<file path="config.mk">
export PLATFORM = sky130hd
export DESIGN_NAME = alu_pipe
export DESIGN_NICKNAME = d
export VERILOG_FILES = /design/src/rtl/alu_pipe.sv
export SDC_FILE = /design/constraint.sdc
export NUM_CORES = 1
export LEC_CHECK = 0
export ABC_AREA = 1
export CAP_MARGIN = 20
export CORE_ASPECT_RATIO = 1.1
export CORE_MARGIN = 2
export CORE_UTILIZATION = 48
export DETAILED_ROUTE_END_ITERATION = 8
export GPL_TIMING_DRIVEN = 0
export PLACE_DENSITY = 0.75
export SETUP_SLACK_MARGIN = 0.15
export SYNTH_ARGS = -nofsm -noshare
export SYNTH_HDL_FRONTEND = slang
export SYNTH_SLANG_ARGS = --single-unit
</file>
<file path="constraint.sdc">
create_clock -name clk -period 4.3 [get_ports clk]
set_input_delay 1.075 -clock clk [delete_from_list [all_inputs] [get_ports clk]]
set_output_delay 1.075 -clock clk [all_outputs]
set_load 0.02 [all_outputs]
</file>
<file path="src/rtl/alu_pipe.sv">
// alu_pipe: two-stage pipelined ALU with valid/ready handshakes on both sides.
//   Stage 1 registers the operand bundle. Stage 2 registers the result and the
//   status flags, which are computed combinationally from stage 1.
//   A saturating counter tracks completed output transfers.
// Ports:
//   clk, rst_n               clock, asynchronous active-low reset
//   in_valid/in_ready        operand bundle handshake
//   a, b, opcode, signed_cmp operand bundle
//   out_valid/out_ready      result bundle handshake
//   result, flag_c/v/z/n     result bundle
//   op_count                 completed-result count, saturating
module alu_pipe #(
  parameter int WIDTH   = 32,
  parameter int COUNT_W = 16
) (
  input  logic               clk,
  input  logic               rst_n,
  input  logic               in_valid,
  output logic               in_ready,
  input  logic [WIDTH-1:0]   a,
  input  logic [WIDTH-1:0]   b,
  input  logic [2:0]         opcode,
  input  logic               signed_cmp,
  output logic               out_valid,
  input  logic               out_ready,
  output logic [WIDTH-1:0]   result,
  output logic               flag_c,
  output logic               flag_v,
  output logic               flag_z,
  output logic               flag_n,
  output logic [COUNT_W-1:0] op_count
);

  typedef enum logic [2:0] {
    OP_ADD = 3'b000,
    OP_SUB = 3'b001,
    OP_GT  = 3'b010,
    OP_LT  = 3'b011,
    OP_AND = 3'b100,
    OP_OR  = 3'b101,
    OP_XOR = 3'b110,
    OP_EQ  = 3'b111
  } op_t;

  logic               r_s1_valid;
  logic [WIDTH-1:0]   r_s1_a;
  logic [WIDTH-1:0]   r_s1_b;
  logic [2:0]         r_s1_op;
  logic               r_s1_sc;

  logic               r_s2_valid;
  logic [WIDTH-1:0]   r_result;
  logic               r_c;
  logic               r_v;
  logic               r_z;
  logic               r_n;
  logic [COUNT_W-1:0] r_count;

  logic               w_s2_load;
  logic               w_s1_adv;
  logic               w_in_xfer;
  logic               w_out_xfer;

  logic               w_is_sub;
  logic [WIDTH-1:0]   w_b_eff;
  logic [WIDTH:0]     w_sum;
  logic               w_gt;
  logic               w_lt;
  logic [WIDTH-1:0]   w_res;
  logic               w_c;
  logic               w_v;

  // Handshake: in_ready depends only on out_ready and the valid bits.
  assign w_s2_load  = !r_s2_valid || out_ready;
  assign w_s1_adv   = r_s1_valid && w_s2_load;
  assign in_ready   = !r_s1_valid || w_s1_adv;
  assign w_in_xfer  = in_valid && in_ready;
  assign w_out_xfer = r_s2_valid && out_ready;

  always_comb begin
    w_is_sub = (op_t'(r_s1_op) == OP_SUB);
    // SUB is a + ~b + 1, so the carry out reads as "no borrow".
    w_b_eff  = w_is_sub ? ~r_s1_b : r_s1_b;
    w_sum    = {1'b0, r_s1_a} + {1'b0, w_b_eff} + {{WIDTH{1'b0}}, w_is_sub};
    w_gt     = r_s1_sc ? ($signed(r_s1_a) > $signed(r_s1_b)) : (r_s1_a > r_s1_b);
    w_lt     = r_s1_sc ? ($signed(r_s1_a) < $signed(r_s1_b)) : (r_s1_a < r_s1_b);
    w_res    = '0;
    w_c      = 1'b0;
    w_v      = 1'b0;
    case (op_t'(r_s1_op))
      OP_ADD: begin
        w_res = w_sum[WIDTH-1:0];
        w_c   = w_sum[WIDTH];
        w_v   = (r_s1_a[WIDTH-1] == r_s1_b[WIDTH-1]) &&
                (w_sum[WIDTH-1] != r_s1_a[WIDTH-1]);
      end
      OP_SUB: begin
        w_res = w_sum[WIDTH-1:0];
        w_c   = w_sum[WIDTH];
        w_v   = (r_s1_a[WIDTH-1] != r_s1_b[WIDTH-1]) &&
                (w_sum[WIDTH-1] != r_s1_a[WIDTH-1]);
      end
      OP_GT:   w_res = {{(WIDTH-1){1'b0}}, w_gt};
      OP_LT:   w_res = {{(WIDTH-1){1'b0}}, w_lt};
      OP_AND:  w_res = r_s1_a & r_s1_b;
      OP_OR:   w_res = r_s1_a | r_s1_b;
      OP_XOR:  w_res = r_s1_a ^ r_s1_b;
      OP_EQ:   w_res = {{(WIDTH-1){1'b0}}, (r_s1_a == r_s1_b)};
      default: w_res = '0;
    endcase
  end

  always_ff @(posedge clk or negedge rst_n) begin
    if (!rst_n) begin
      r_s1_valid <= 1'b0;
      r_s1_a     <= '0;
      r_s1_b     <= '0;
      r_s1_op    <= '0;
      r_s1_sc    <= 1'b0;
    end else if (w_in_xfer) begin
      r_s1_valid <= 1'b1;
      r_s1_a     <= a;
      r_s1_b     <= b;
      r_s1_op    <= opcode;
      r_s1_sc    <= signed_cmp;
    end else if (w_s1_adv) begin
      r_s1_valid <= 1'b0;
    end
  end

  // Result and flags only change when a new bundle lands, so they hold both
  // under backpressure and after the output drains.
  always_ff @(posedge clk or negedge rst_n) begin
    if (!rst_n) begin
      r_s2_valid <= 1'b0;
      r_result   <= '0;
      r_c        <= 1'b0;
      r_v        <= 1'b0;
      r_z        <= 1'b0;
      r_n        <= 1'b0;
    end else if (w_s2_load) begin
      r_s2_valid <= r_s1_valid;
      if (r_s1_valid) begin
        r_result <= w_res;
        r_c      <= w_c;
        r_v      <= w_v;
        r_z      <= (w_res == '0);
        r_n      <= w_res[WIDTH-1];
      end
    end
  end

  always_ff @(posedge clk or negedge rst_n) begin
    if (!rst_n) begin
      r_count <= '0;
    end else if (w_out_xfer && (r_count != {COUNT_W{1'b1}})) begin
      r_count <= r_count + COUNT_W'(1);
    end
  end

  assign out_valid = r_s2_valid;
  assign result    = r_result;
  assign flag_c    = r_c;
  assign flag_v    = r_v;
  assign flag_z    = r_z;
  assign flag_n    = r_n;
  assign op_count  = r_count;

endmodule

</file>
==> summary.txt, run 1 <==
Timing
  • Max Slew Vio Count: 0
  • Unrepaired setup endpoints after global routing: false
  • Least-Margin Pin Slew: 0.9280 ns
  • Setup Viol. Count Final: 0
  • Fin Setup TNS: 0 ns
  • Fmax: ~0.25 GHz
  • Final Hold Vio Count: 0
  • Clk_skew: around 0.0092 ns
  • Fin crit period: 3.970 ns
  • Normalized max-slew margin: 38.13%
  • Crit share post-route: 92.32%

Setup path
  • Startpoint types: flip-flop
  • R2r endpoint: flag_z
  • Critical path class: reg2reg
  • CP max stage delay: 0.47 ns
  • R2R Path Start: r_s1_op[2]
  • CP required: 4.67 ns
  • Reg2Reg Setup Slack: 0.33 ns
  • WP data arrival: 4.34 ns
  • R2R depth: 21
  • Most used cell, CP: nand2_1
  • Crit end category: flip-flop
  • Crit path cell chain: nor2_4 -> clkbuf_4 -> nand2_1 -> buf_2 -> xor2_1 -> ha_1 -> nand2_1 -> nor2_1 -> nor3b_2 -> nand3_1 -> nand3_1 -> nand2_1 -> nand3_1 -> nand2_1 -> clkinv_1 -> nand3_1 -> nor2_1 -> nand2_1 -> nor2_1 -> nand3_1 -> nand2_1
  • Crit Path Max Fanout: 10
  • Slowest CP cell: dfrtp_1

Route
  • # DRC: 0
  • Drt first pass iters: 6
  • Total number of vias: about 9300
  • Antenna-violating nets left: 0
  • Detailed Route Iter0 Violations: 630
  • WL final: between 30000 and 40000 µm
  • Via density per instance: 5.369
  • WL per Instance: 17.93 µm

Yosys
  • Post-Synthesis Cell Area: a little under 0.01 mm²
  • Asr flop ratio synth: 100.0%
  • Largest family of logic cells by synthesized area: simple AND/OR/NAND/NOR gates
  • Sequential share of the synthesized area: 31.25%
  • Mux cell area share after synthesis: 0.1162%
  • Simple-Gate Fraction of Synth Area: approximately a quarter
  • Post-Synth XOR/XNOR Area: 4.972%
  • Cells after Synth: 1319
  • Synth top area share: 31.25%
  • Count of unique library cells instantiated by Yosys: 48
  • Top cells by area, synth: dfrtp_1, ha_1, nand2_1
  • Synth Warn #: 0
  • Leading area contributor after synthesis: dfrtp_1
  • EDFF count, synth: 0
  • Compound-Gate Fraction of Synth Area: 13.82%
  • Synth Flop Type: dfrtp_1
  • Synthesized area per cell: 7.345 µm²
  • Adder-Cell Fraction of Synth Area: 16.74%
  • Syn Nets: between 1500 and 2000
  • Synthesized flop and latch total: 121

Clocking
  • Clk buf depth: 2
  • Htree depth: 4
  • Clk_lat worst skew: 0.43 ns
  • Clock sink count: 121
  • CTS tree: done
  • Total clock buffers created by CTS: 17
  • Hold Buf Count CTS: 0
  • CTS Root Cell: clkbuf_16
  • Clk pin slew, worst setup/hold paths: 0.06 ns

Floorplanning
  • Die Y: 153 µm
  • Die X-Extent: 139.5 µm
  • # IOs: ~130
  • Core ar.: roughly 0.020 mm²
  • Initial Util: around half
  • Die ar.: 0.02134 mm²
  • Num rows: 54

Cells and area
  • Number of antenna cells inserted: 0
  • Final non-filler cell total: 1729
  • Area Overhead vs Synth: 22.61%
  • Commonest non-fill, non-tap cell in the layout: nand2_1
  • Fillcell total: 1854
  • Most frequent cells in the layout: nand2_1, inv_1, nor2_1, ha_1, a21oi_1
  • Share of post-route cells with drive strength above 1: under 10%
  • Multi-input combinational cell area: 0.005826 mm²
  • Area taken by flip-flops and latches: 0.003028 mm²
  • Final net count: 1665

Power and ir drop
  • Clock share of power: 23.1%
  • Switching power total: 2.782 mW
  • Internal: between 3 and 4 mW
  • Leak: 6.025 nW
  • Worst vdd ir: 0.0003685 V
  • Sw Share: about 45%
  • Pwr/cell area: 520.0 mW/mm²
  • Comb pwr share: 50.7%
  • Seq pwr share: between 20% and 30%

Worst hold path
  • Hold Crit Endpoint: result[15]
  • HP Class: reg2reg
  • Worst Min Path Start: result[15]
  • Hold depth: 2

GRT
  • Initial antenna violation count: 0
  • Global route total overflow: 0
  • Vias in the first global route: 9156
  • First-pass GRT wire length: just under 50000 µm
  • Gr usage total: approximately 29%
  • Largest net degree at the start of global routing: 79

Placed design
  • IO Port Bufs: 125
  • Gpl congestion: 0.9441
  • Dpl cells: 1697
  • Dpl hpwl: 24040 µm

Run status
  • Outcome: completed

Run
  • Max-cap violations: 0
## layer usage
layer	up-vias	routed length (µm)	global-route usage, %
met3	53	1769	3.728
li1	4554	-	-
met4	0	901	10.53
met1	4333	13930	39.64
met5	-	0	0
met2	343	14410	48.97
## critical path: cells and delay by family (launching register included)
kind,cells,cell delay (ns)
flops,1,0.47
xor+xnor,1,0.17
buf+inv,3,0.63
fa+ha+maj,1,0.45
simple gates,16,2.17
## state kept, by name, indices dropped and copies added, names as in the netlist
name and flops:
r_s1_a 32, flag_v 1, r_s1_sc 1, r_s1_valid 1, r_s1_op 3, result 32, r_s1_b 32, flag_c 1
out_valid 1, flag_z 1, op_count 16
## power by group through the flow
stage / clock [mW] / combinational [mW] / sequential (mW)
floorplan: 0 / 1.80 / 1.78
global placement: 0 / 3.01 / 1.62
detailed placement: 0 / 3.06 / 1.63
CTS: 1.43 / 3.08 / 1.62
global route: 1.48 / 3.45 / 1.65
finish: 1.43 / 3.13 / 1.62
## cell families (layout without fill, tap and decap cells)
logic type,count (synthesis),count (layout)
multiplexers,1,1
XOR/XNOR,55,55
AND/OR/NAND/NOR,566,566
AO/OA/AOI/OAI,228,228
buffers and inverters,219,377
adder cells (fa/ha/maj),129,129
flip-flops,121,121
## what timing repair did
item | in CTS | in global routing
resized for setup | 0 | 7
pin swaps | 1 | 0
endpoints found under the setup margin | 12 | 1
buffers inserted | 1 | 0
## worst max path at each step
stage	startpoint	end	slack (ns)	cells after the start
floorplan	r_s1_op[2]	flag_z	1.05	23
global placement	rst_n	r_s1_a[22]	-2.56	1
detailed placement	r_s1_op[1]	flag_z	-0.39	24
CTS	r_s1_op[2]	flag_z	0.31	23
global route	r_s1_op[2]	flag_z	0.17	21
finish	r_s1_op[2]	flag_z	0.33	21
## cell usage after synthesis, drive strengths merged (14+ instances only)
| library cell | number |
|---|---|
| nand2 | 291 |
| inv | 182 |
| nor2 | 180 |
| a21oi | 128 |
| ha | 128 |
| dfrtp | 121 |
| nand3 | 59 |
| xor2 | 48 |
| o21ai | 37 |
| clkbuf | 19 |
| buf | 17 |
| a221oi | 15 |
| a31oi | 14 |
| nor3 | 14 |
## per-stage QoR
step	instance area, µm²	worst slack, ns	util (%)	hold WS [ns]	power (mW)
finish	11880	0.3302	60.01	0.4829	6.176
global route	11880	0.1650	60.01	0.5139	6.578
CTS	11860	0.3072	59.90	0.4868	6.125
detailed placement	11280	-0.3904	57.00	0.4715	4.691
global placement	11250	-2.557	56.85	0.4639	4.633
floorplan	9688	1.051	-	0.4798	3.582
## cell type report
cell class                 count  area share [%]
multi-input combinational    979           49.04
sequential                   121           25.49
timing repair buffer         127           10.84
clock inverter                13           1.001
buffer                        35           1.380
tap                          252           2.654
clock buffer                  19           3.813
inverter                     183           5.783
No activity file was read; power rests on OpenSTA's default activity.
==> run 2, diff against run 1 <==
--- a/config.mk
+++ b/config.mk
@@ -17,3 +17,4 @@
 export SYNTH_ARGS = -nofsm -noshare
 export SYNTH_HDL_FRONTEND = slang
 export SYNTH_SLANG_ARGS = --single-unit
+export TNS_END_PERCENT = 100
==> results of run 2 <==
Same layout as run 1: the final DEF is identical, and so are final timing and power.
